[config.mk]
export PLATFORM = sky130hd
export DESIGN_NAME = mcu_compute_core
export DESIGN_NICKNAME = d
export VERILOG_FILES = /design/src/rtl/mcu_compute_core.sv
export SDC_FILE = /design/constraint.sdc
export NUM_CORES = 1
export LEC_CHECK = 0
export ABC_AREA = 1
export CORE_MARGIN = 5
export CORE_UTILIZATION = 31
export CTS_CLUSTER_DIAMETER = 100
export DETAILED_ROUTE_END_ITERATION = 10
export GPL_ROUTABILITY_DRIVEN = 1
export PLACE_DENSITY = 0.6
export SLEW_MARGIN = 10
export SYNTH_ARGS = -nofsm -noshare
export SYNTH_HDL_FRONTEND = slang
export SYNTH_SLANG_ARGS = --single-unit
[constraint.sdc]
create_clock -name clk -period 2.4 [get_ports clk]
set_input_delay 0.24 -clock clk [delete_from_list [all_inputs] [get_ports clk]]
set_output_delay 0.24 -clock clk [all_outputs]
set_load 0.03 [all_outputs]
[src/rtl/mcu_compute_core.sv]
// MPU341 computational unit: data bus mux, X/Y operand banks, M/I/O registers,
// single-cycle ALU with carry, and a sequential shift-add multiplier with busy/done.
module mcu_compute_core #(
   parameter int unsigned DATA_W = 4,
   parameter int unsigned NREG   = 2,
   parameter int unsigned SEL_W  = (NREG > 2) ? $clog2(NREG) : 1
) (
   input  logic              clk,
   input  logic              async_reset_n,
   input  logic [3:0]        op,
   input  logic              start,
   input  logic [SEL_W-1:0]  x_sel,
   input  logic [SEL_W-1:0]  y_sel,
   input  logic [2:0]        source_sel,
   input  logic [SEL_W-1:0]  src_idx,
   input  logic [NREG-1:0]   x_en,
   input  logic [NREG-1:0]   y_en,
   input  logic              m_en,
   input  logic              o_en,
   input  logic              i_en,
   input  logic              i_sel,
   input  logic [DATA_W-1:0] dm,
   input  logic [DATA_W-1:0] pm_data,
   input  logic [DATA_W-1:0] i_pins,
   output logic [DATA_W-1:0] data_bus,
   output logic [DATA_W-1:0] r,
   output logic [DATA_W-1:0] m,
   output logic [DATA_W-1:0] i,
   output logic [DATA_W-1:0] o_reg,
   output logic              r_eq_0,
   output logic              carry,
   output logic              busy,
   output logic              done
);

   localparam int unsigned PROD_W = 2 * DATA_W;
   localparam int unsigned CNT_W  = (DATA_W > 2) ? $clog2(DATA_W) : 1;
   localparam logic [CNT_W-1:0] CNT_LAST = CNT_W'(DATA_W - 1);

   localparam logic [3:0] OP_NEG = 4'd0;
   localparam logic [3:0] OP_SUB = 4'd2;
   localparam logic [3:0] OP_ADD = 4'd3;
   localparam logic [3:0] OP_MMS = 4'd4;
   localparam logic [3:0] OP_MLS = 4'd5;
   localparam logic [3:0] OP_XOR = 4'd6;
   localparam logic [3:0] OP_AND = 4'd7;
   localparam logic [3:0] OP_INV = 4'd8;
   localparam logic [3:0] OP_ADC = 4'd9;
   localparam logic [3:0] OP_SHL = 4'd10;
   localparam logic [3:0] OP_SHR = 4'd11;

   typedef enum logic {S_IDLE, S_MUL} state_t;

   state_t state_q, state_d;

   logic [DATA_W-1:0] x_q [NREG];
   logic [DATA_W-1:0] x_d [NREG];
   logic [DATA_W-1:0] y_q [NREG];
   logic [DATA_W-1:0] y_d [NREG];
   logic [DATA_W-1:0] r_q, r_d, m_q, m_d, i_q, i_d, o_q, o_d;
   logic              r_eq_0_q, r_eq_0_d, carry_q, carry_d, done_q, done_d;
   logic [CNT_W-1:0]  cnt_q, cnt_d;
   logic [PROD_W-1:0] mc_q, mc_d, acc_q, acc_d;
   logic [DATA_W-1:0] mp_q, mp_d;
   logic              mul_hi_q, mul_hi_d;

   logic              accept_c, step_c, last_c, is_mul_c;
   logic [DATA_W-1:0] x_opnd_c, y_opnd_c, alu_r_c, mul_res_c;
   logic              alu_cy_c, alu_wr_c;
   logic [DATA_W:0]   add_c, adc_c, sub_c;
   logic [PROD_W-1:0] prod_c;

   assign is_mul_c = (op == OP_MMS) || (op == OP_MLS);

   // State register; async reset also aborts any multiply in flight
   always_ff @(posedge clk or negedge async_reset_n) begin
      if (!async_reset_n) state_q <= S_IDLE;
      else                state_q <= state_d;
   end

   always_comb begin
      state_d = state_q;
      case (state_q)
         S_IDLE:  if (start && is_mul_c) state_d = S_MUL;
         S_MUL:   if (cnt_q == CNT_LAST) state_d = S_IDLE;
         default: state_d = S_IDLE;
      endcase
   end

   // start is only honoured while idle; nothing is queued during a multiply
   always_comb begin
      accept_c = 1'b0;
      step_c   = 1'b0;
      last_c   = 1'b0;
      case (state_q)
         S_IDLE: accept_c = start;
         S_MUL: begin
            step_c = 1'b1;
            last_c = (cnt_q == CNT_LAST);
         end
         default: ;
      endcase
   end

   always_comb begin
      data_bus = '0;
      case (source_sel)
         3'd0: data_bus = x_q[src_idx];
         3'd1: data_bus = y_q[src_idx];
         3'd2: data_bus = r_q;
         3'd3: data_bus = m_q;
         3'd4: data_bus = i_q;
         3'd5: data_bus = dm;
         3'd6: data_bus = pm_data;
         3'd7: data_bus = i_pins;
         default: data_bus = '0;
      endcase
   end

   // Single-cycle ALU; opcodes without a result fall to the no-write default
   always_comb begin
      x_opnd_c = x_q[x_sel];
      y_opnd_c = y_q[y_sel];
      add_c    = {1'b0, x_opnd_c} + {1'b0, y_opnd_c};
      adc_c    = add_c + (DATA_W+1)'(carry_q);
      sub_c    = {1'b0, x_opnd_c} - {1'b0, y_opnd_c};
      alu_wr_c = 1'b1;
      alu_r_c  = r_q;
      alu_cy_c = 1'b0;
      case (op)
         OP_NEG: begin
            alu_r_c  = DATA_W'(0) - x_opnd_c;
            alu_cy_c = |x_opnd_c;
         end
         OP_SUB:  {alu_cy_c, alu_r_c} = sub_c;
         OP_ADD:  {alu_cy_c, alu_r_c} = add_c;
         OP_ADC:  {alu_cy_c, alu_r_c} = adc_c;
         OP_XOR:  alu_r_c = x_opnd_c ^ y_opnd_c;
         OP_AND:  alu_r_c = x_opnd_c & y_opnd_c;
         OP_INV:  alu_r_c = ~x_opnd_c;
         OP_SHL:  {alu_cy_c, alu_r_c} = {x_opnd_c, 1'b0};
         OP_SHR:  {alu_r_c, alu_cy_c} = {1'b0, x_opnd_c};
         default: begin
            alu_wr_c = 1'b0;
            alu_cy_c = carry_q;
         end
      endcase
   end

   // Register next-state: bank loads, M/I/O, ALU writeback and multiplier steps
   always_comb begin
      x_d      = x_q;
      y_d      = y_q;
      m_d      = m_q;
      i_d      = i_q;
      o_d      = o_q;
      r_d      = r_q;
      r_eq_0_d = r_eq_0_q;
      carry_d  = carry_q;
      done_d   = 1'b0;
      cnt_d    = cnt_q;
      mc_d     = mc_q;
      mp_d     = mp_q;
      acc_d    = acc_q;
      mul_hi_d = mul_hi_q;
      prod_c    = acc_q + (mp_q[0] ? mc_q : '0);
      mul_res_c = mul_hi_q ? prod_c[PROD_W-1:DATA_W] : prod_c[DATA_W-1:0];

      for (int k = 0; k < int'(NREG); k++) begin
         if (x_en[k]) x_d[k] = data_bus;
         if (y_en[k]) y_d[k] = data_bus;
      end
      if (m_en) m_d = data_bus;
      if (o_en) o_d = data_bus;
      if (i_en) i_d = i_sel ? (i_q + m_q) : data_bus;

      if (accept_c && is_mul_c) begin
         mc_d     = PROD_W'(x_opnd_c);
         mp_d     = y_opnd_c;
         acc_d    = '0;
         cnt_d    = '0;
         mul_hi_d = (op == OP_MMS);
      end else if (accept_c) begin
         done_d = 1'b1;
         if (alu_wr_c) begin
            r_d      = alu_r_c;
            carry_d  = alu_cy_c;
            r_eq_0_d = (alu_r_c == '0);
         end
      end

      if (step_c) begin
         acc_d = prod_c;
         mc_d  = mc_q << 1;
         mp_d  = mp_q >> 1;
         cnt_d = cnt_q + CNT_W'(1);
         if (last_c) begin
            r_d      = mul_res_c;
            carry_d  = 1'b0;
            r_eq_0_d = (mul_res_c == '0);
            done_d   = 1'b1;
         end
      end
   end

   always_ff @(posedge clk or negedge async_reset_n) begin
      if (!async_reset_n) begin
         x_q      <= '{default: '0};
         y_q      <= '{default: '0};
         r_q      <= '0;
         m_q      <= '0;
         i_q      <= '0;
         o_q      <= '0;
         r_eq_0_q <= 1'b1;
         carry_q  <= 1'b0;
         done_q   <= 1'b0;
         cnt_q    <= '0;
         mc_q     <= '0;
         mp_q     <= '0;
         acc_q    <= '0;
         mul_hi_q <= 1'b0;
      end else begin
         x_q      <= x_d;
         y_q      <= y_d;
         r_q      <= r_d;
         m_q      <= m_d;
         i_q      <= i_d;
         o_q      <= o_d;
         r_eq_0_q <= r_eq_0_d;
         carry_q  <= carry_d;
         done_q   <= done_d;
         cnt_q    <= cnt_d;
         mc_q     <= mc_d;
         mp_q     <= mp_d;
         acc_q    <= acc_d;
         mul_hi_q <= mul_hi_d;
      end
   end

   assign r      = r_q;
   assign m      = m_q;
   assign i      = i_q;
   assign o_reg  = o_q;
   assign r_eq_0 = r_eq_0_q;
   assign carry  = carry_q;
   assign done   = done_q;
   assign busy   = (state_q == S_MUL);

endmodule
=== Yosys cells after proc, flatten, opt, wreduce, memory -nomap -nowiden ===
Index checks and enable logic that the tools add are counted.

* Output and inout port bits: 24
* Input port bits: 33
* Logic and storage cells: 115
* Register bits after elaboration: 59

* Reduce and logical (&&, ||, !) cells: 11
* Bitwise logic cells: 7
* Multiplexer cells: 52
* Equality and inequality tests: 18
* $add $sub $neg: 7
* Order comparisons: 3

{| class="wikitable"
|+ Operators by type and width
! operator !! number
|-
| two-way mux 4 bit || 21
|-
| two-way mux 8 bit || 5
|-
| one-hot mux 4 bit (9 select lines) || 1
|-
| one-hot mux 4 bit (8 select lines) || 1
|-
| two-way mux 1 bit || 20
|-
| == test 4 x 3 -> 1 bit (second input constant) || 4
|-
| == test 4 bit (second input constant) || 4
|-
| == test 3 bit (second input constant) || 4
|-
| zero test 4 bit || 3
|-
| OR reduction 9 bit || 1
|-
| adder 8 bit || 1
|-
| == test 4 x 2 -> 1 bit (second input constant) || 2
|-
| one-hot mux 1 bit (7 select lines) || 1
|-
| == test 3 x 2 -> 1 bit (second input constant) || 2
|-
| >= comparator 2 bit (second input constant) || 3
|-
| NOT 1 -> 2 bit || 3
|-
| adder 4 x 4 -> 5 bit || 1
|-
| adder 5 x 1 -> 5 bit || 1
|-
| subtractor 4 x 4 -> 5 bit || 1
|-
| adder 4 bit || 1
|-
| bitwise AND 4 bit || 1
|-
| two-way mux 2 bit || 2
|-
| NOT 4 bit || 1
|-
| OR reduction 4 bit || 1
|-
| 12 further kinds || 13
|}

=== Depth between registers and ports, before layout ===
* Depth after elaboration: 13
* Gate-level depth with buffers: 21

=== Worst setup path before layout ===
No wires, ideal clock.

* Path kind: input to register
* From: input x_sel
* To: register r_eq_0_q, in the netlist r_eq_0
* Required time: 2340 ps
* Path buffers: 1
* Arrival time: 2376 ps
* Setup slack: -37 ps
* Stages: 21
* Cells stage by stage: clkbuf_2 > inv_2 > nand2_1 > nand2_2 > inv_1 > ha_1 > inv_1 > fa_1 > inv_1 > ha_1 > nand3_1 > nand2_1 > nor2_1 > nand3_1 > nand2_1 > nand2_1 > nor2_1 > nand2_1 > nand2_1 > nand2_1 > nand2_1

* Cells in the longest elaborated chain, start to end: 13
* Elaborated cells between the ends (all ways): 18
* Classes of those cells: add/sub (4); mux (9); bitwise (4); reduce/logical (1)

{| class="wikitable"
|+ Ends and longest elaborated chain
! item !! RTL line !! source
|-
| start, declared || 12 || <nowiki>input logic [SEL_W-1:0] x_sel,</nowiki>
|-
| NOT 1 -> 2 bit (not written as such) * || 122 || <nowiki>x_opnd_c = x_q[x_sel];</nowiki>
|-
| two-way mux 4 bit (not written as such) * (3 in series) || 122 ||
|-
| adder 4 x 4 -> 5 bit || 124 || <nowiki>add_c = {1'b0, x_opnd_c} + {1'b0, y_opnd_c};</nowiki>
|-
| adder 5 x 1 -> 5 bit || 125 || <nowiki>adc_c = add_c + (DATA_W+1)'(carry_q);</nowiki>
|-
| one-hot mux 4 bit (9 select lines) * || 130 || <nowiki>case (op)</nowiki>
|-
| zero test 4 bit * || 188 || <nowiki>r_eq_0_d = (alu_r_c == '0);</nowiki>
|-
| two-way mux 1 bit * || 185 || <nowiki>if (alu_wr_c) begin</nowiki>
|-
| two-way mux 1 bit * || 183 || <nowiki>end else if (accept_c) begin</nowiki>
|-
| two-way mux 1 bit * || 177 || <nowiki>if (accept_c && is_mul_c) begin</nowiki>
|-
| two-way mux 1 bit || 197 || <nowiki>if (last_c) begin</nowiki>
|-
| two-way mux 1 bit * || 192 || <nowiki>if (step_c) begin</nowiki>
|-
| named net r_eq_0_d || 61 || <nowiki>logic r_eq_0_q, r_eq_0_d, carry_q, carry_d, done_q, done_d;</nowiki>
|-
| end signal, assigned || 229 || <nowiki>r_eq_0_q <= r_eq_0_d;</nowiki>
|-
| end, declared || 61 ||
|}

Mark *: on every way through the listed nets, which the timed path passes. The rest lies on a longest branch. The select of a mux whose other input is x is not followed.
A chain may end at the register's enable or synchronous reset.

=== Final worst setup path ===
* From: register x_q[0] (netlist bit)
* To: register r_q[1], in the netlist r[1]

* Cells in the longest elaborated chain, start to end: 11
* Elaborated cells between the ends (all ways): 13
* Classes of those cells: add/sub (4); mux (9)

{| class="wikitable"
|+ Ends and longest elaborated chain
! item !! RTL line !! source
|-
| start, declared || 56 || <nowiki>logic [DATA_W-1:0] x_q [NREG];</nowiki>
|-
| start signal, assigned || 208 || <nowiki>x_q <= '{default: '0};</nowiki>
|-
| start signal, assigned || 223 || <nowiki>x_q <= x_d;</nowiki>
|-
| two-way mux 4 bit (not written as such) * (3 in series) || 122 ||
|-
| adder 4 x 4 -> 5 bit || 124 ||
|-
| adder 5 x 1 -> 5 bit || 125 ||
|-
| one-hot mux 4 bit (9 select lines) * || 130 ||
|-
| two-way mux 4 bit * || 185 ||
|-
| two-way mux 4 bit * || 183 ||
|-
| two-way mux 4 bit * || 177 ||
|-
| two-way mux 4 bit || 197 ||
|-
| two-way mux 4 bit * || 192 ||
|-
| named net r_d[1] || 60 || <nowiki>logic [DATA_W-1:0] r_q, r_d, m_q, m_d, i_q, i_d, o_q, o_d;</nowiki>
|-
| end signal, assigned || 225 || <nowiki>r_q <= r_d;</nowiki>
|-
| end, declared || 60 ||
|}

Marks and branches as above.

==> results.toml <==
[outcome]
status = "complete, but fails checks"
failed_checks = "setup timing"

[finish]
diodes = 0
fin_cells = 874
syn2layout_area_growth_pct = 34.7
num-nets-final = 752
drive_gt1_share_pct = 13.6
final_area_sq_um = 5560

[pwr]
pwr_density_cell_nw_per_um2 = 987
p_leak_nw = 2.84
peakVddDrop_mv = 0.494

[sta]
setup_violations = 1
rsz0062_at_grt = "yes"
max_freq_mhz = 416
fin_crit_sh_pct = 100
worst_slack_ps = -1.06
slew_violations = 0
finalHoldViolCount = 0
fin_skew_ps = 5.36
post-route-min-period_ps = 2400
worst_pin_slew_ps = 515
slew_headroom_pct = 65.6

[yosys]
syn-num-nets = 646
synth_area_sq_um = 4130
yosys_warnings = 0
synthTopCellsByArea = "dfrtp_1 (35%), nand2_1 (15%), inv_1 (8.3%)"
synth-edff-count = 0
netlist_instances = 587
synth.top_cell.area_share_pct = 35.2
syn-mean-instance-area_sq_um = 7.03
synth_flop_cell = "dfrtp_1"
async_flop_share_pct = 100
synth_commonest_cells = "nand2_1 (161), inv_1 (91), o21ai_0 (60), dfrtp_1 (58), nand3_1 (49)"
synth.distinct_cells = 32
yosysTopAreaCell = "dfrtp_1"
yosys_register_bits = 59
synth.most_common_cell = "nand2_1"
synth-seq-area-share_pct = 35.8

[grt]
grt_pass1_wl_um = 20600
grt_use_total_pct = 16.0
grt_max_degree = 60
antenna_found_initial = 0
first_global_vias = 4158
grt_overflow = 0

[critical_path]
worstPathArrival_ps = 2610
cp.required_ps = 2610
start_kind = "flip-flop"
slowest_stage = "fa_1"
crit_chain = "inv_2 -> nand2_2 -> nand2_2 -> inv_2 -> ha_4 -> inv_2 -> fa_1 -> inv_2 -> ha_4 -> nand3_2 -> nand2_1 -> nor2_1 -> nand3_1 -> buf_4 -> o21ai_0 -> nand2_1"
crit_top_cell = "inv_2"
end_kind = "flip-flop"
worst_path_largest_cell_delay_ps = 540
crit_fanout = 2
r2r-start = "x_q[0]$_DFFE_PN0P_"
startpoint = "x_q[0]$_DFFE_PN0P_"
ff2ff_setup_slack_ps = -1
critPathBufInv = 5
path_delay_family = "adder cells"
crit_type = "reg -> reg"

[placement]
dp_hpwl_um = 9700
placed_area_sq_um = 5220
portBuffers = 56
gp_congestion = 0.914
dpl.cell_count = 855

[clocking]
cts_tree = "built"
clk_latency_ps = 320
clock_sinks = 59
cts.clk_slew.worst_paths_ps = 50
h-tree-depth = 3
cts-buffers-inserted = 9
cts_buffer_depth = 2
cts_root_buf = "clkbuf_16"

[drt]
final_antenna_net_count = 0
wl_per_cell_um = 14.2
drtIter0Drc = 270
avgViaCountPerCell = 4.85
route.detailed.drc = 0
vias = 4238
firstDrtPassIters = 5
wl_um = 12500

[hold_path]
hp-class = "in -> async"

[floorplanning]
num_rows = 42
dieArea_sq_um = 15700
io_pins = 57
core_sq_um = 13100
start_util_pct = 31.4
die_w_um = 125
fp.dieH_um = 125

[job]
drv_cap = 0
-- cell usage in the layout (no fill, tap or decap), types with 5 or more instances in the layout --
cell	count
clkbuf_16	9
ha_1	20
o21ai_0	58
a31oi_1	5
xnor2_1	5
nand2_2	6
dfrtp_1	58
nand2_1	157
mux2_2	5
a21oi_1	23
nand3_1	48
o22ai_1	18
nor2_1	39
buf_4	45
inv_1	86
inv_2	10
nand4_1	5
clkdlybuf4s50_1	49
-- worst register-to-register path, delay by kind of cell (launching register included) --
family | cells | cell delay (ps)
buffers and inverters | 5 | 370
AOI/OAI and AO/OA | 1 | 180
adders and majority gates | 3 | 890
DFF | 1 | 360
and+or+nand+nor | 7 | 500
-- stage by stage --
stage	setup slack [ps]	setup TNS [ps]	power [mW]	hold WS (ps)	utilization (%)
final	-1.06	-1.06	5.49	455	42.3
after global routing	-133	-208	5.91	514	42.3
after CTS	18.3	0	5.47	469	41.8
after detailed placement	-583	-2200	4.31	270	39.7
after global placement	-525	-1850	4.27	273	39.7
after floorplan	7.50	0	3.23	-55.6	-
-- power breakdown --
| part | leakage (nW) | total [mW] | switching, mW | internal, mW |
|---|---|---|---|---|
| logic | 1.98 | 2.81 | 1.66 | 1.16 |
| clock network | 0.127 | 1.11 | 0.418 | 0.692 |
| registers | 0.734 | 1.56 | 0.236 | 1.33 |
| total | 2.84 | 5.49 | 2.31 | 3.17 |
-- logic make-up (layout without fill, tap and decap cells) --
group	after synthesis	count (layout)	share of synthesized area [%]
simple gates	266	266	27.1
mux	5	5	1.36
xor+xnor	9	9	1.91
buf+inv	105	216	9.64
fa+ha+maj	26	26	8.61
compound gates	117	117	15.6
flops	59	59	35.8
-- area by class of cell --
class | instances | area, sq um
clock inverter | 3 | 15.0
tap | 176 | 220
multi-input combinational | 423 | 2300
fill | 1363 | 7580
inverter | 96 | 360
timing repair buffer | 104 | 942
sequential | 59 | 1480
clock buffer | 13 | 240
-- what timing repair did --
| item | in CTS | in global routing |
|---|---|---|
| setup buffers | 0 | 2 |
| resized for setup | 5 | 18 |
| pin swaps | 3 | 11 |
| endpoints found under the setup margin | 4 | 9 |
| hold buffers | 1 | 0 |
| hold endpoints to repair | 58 | 0 |
-- final timing paths --
| path | endpoint | cells past startpoint |
|---|---|---|
| min reg2reg | cnt_q[0]$_DFFE_PN0P_ | 1 |
| max in group asynchronous | r_eq_0$_DFF_PN1_ | 3 |
| min in group clk | cnt_q[0]$_DFFE_PN0P_ | 1 |
| max | r[1]$_DFF_PN0_ | 16 |
| max reg2reg | r[1]$_DFF_PN0_ | 16 |
| min | o_reg[2]$_DFFE_PN0P_ | 3 |
-- routing by layer --
| metal | global-route usage, % | wire length [um] |
|---|---|---|
| met5 | 0 | 0 |
| met1 | 20.9 | 5800 |
| met2 | 27.0 | 5870 |
| met4 | 3.70 | 103 |
| met3 | 3.75 | 680 |
Power figures use the tool's default switching activity.
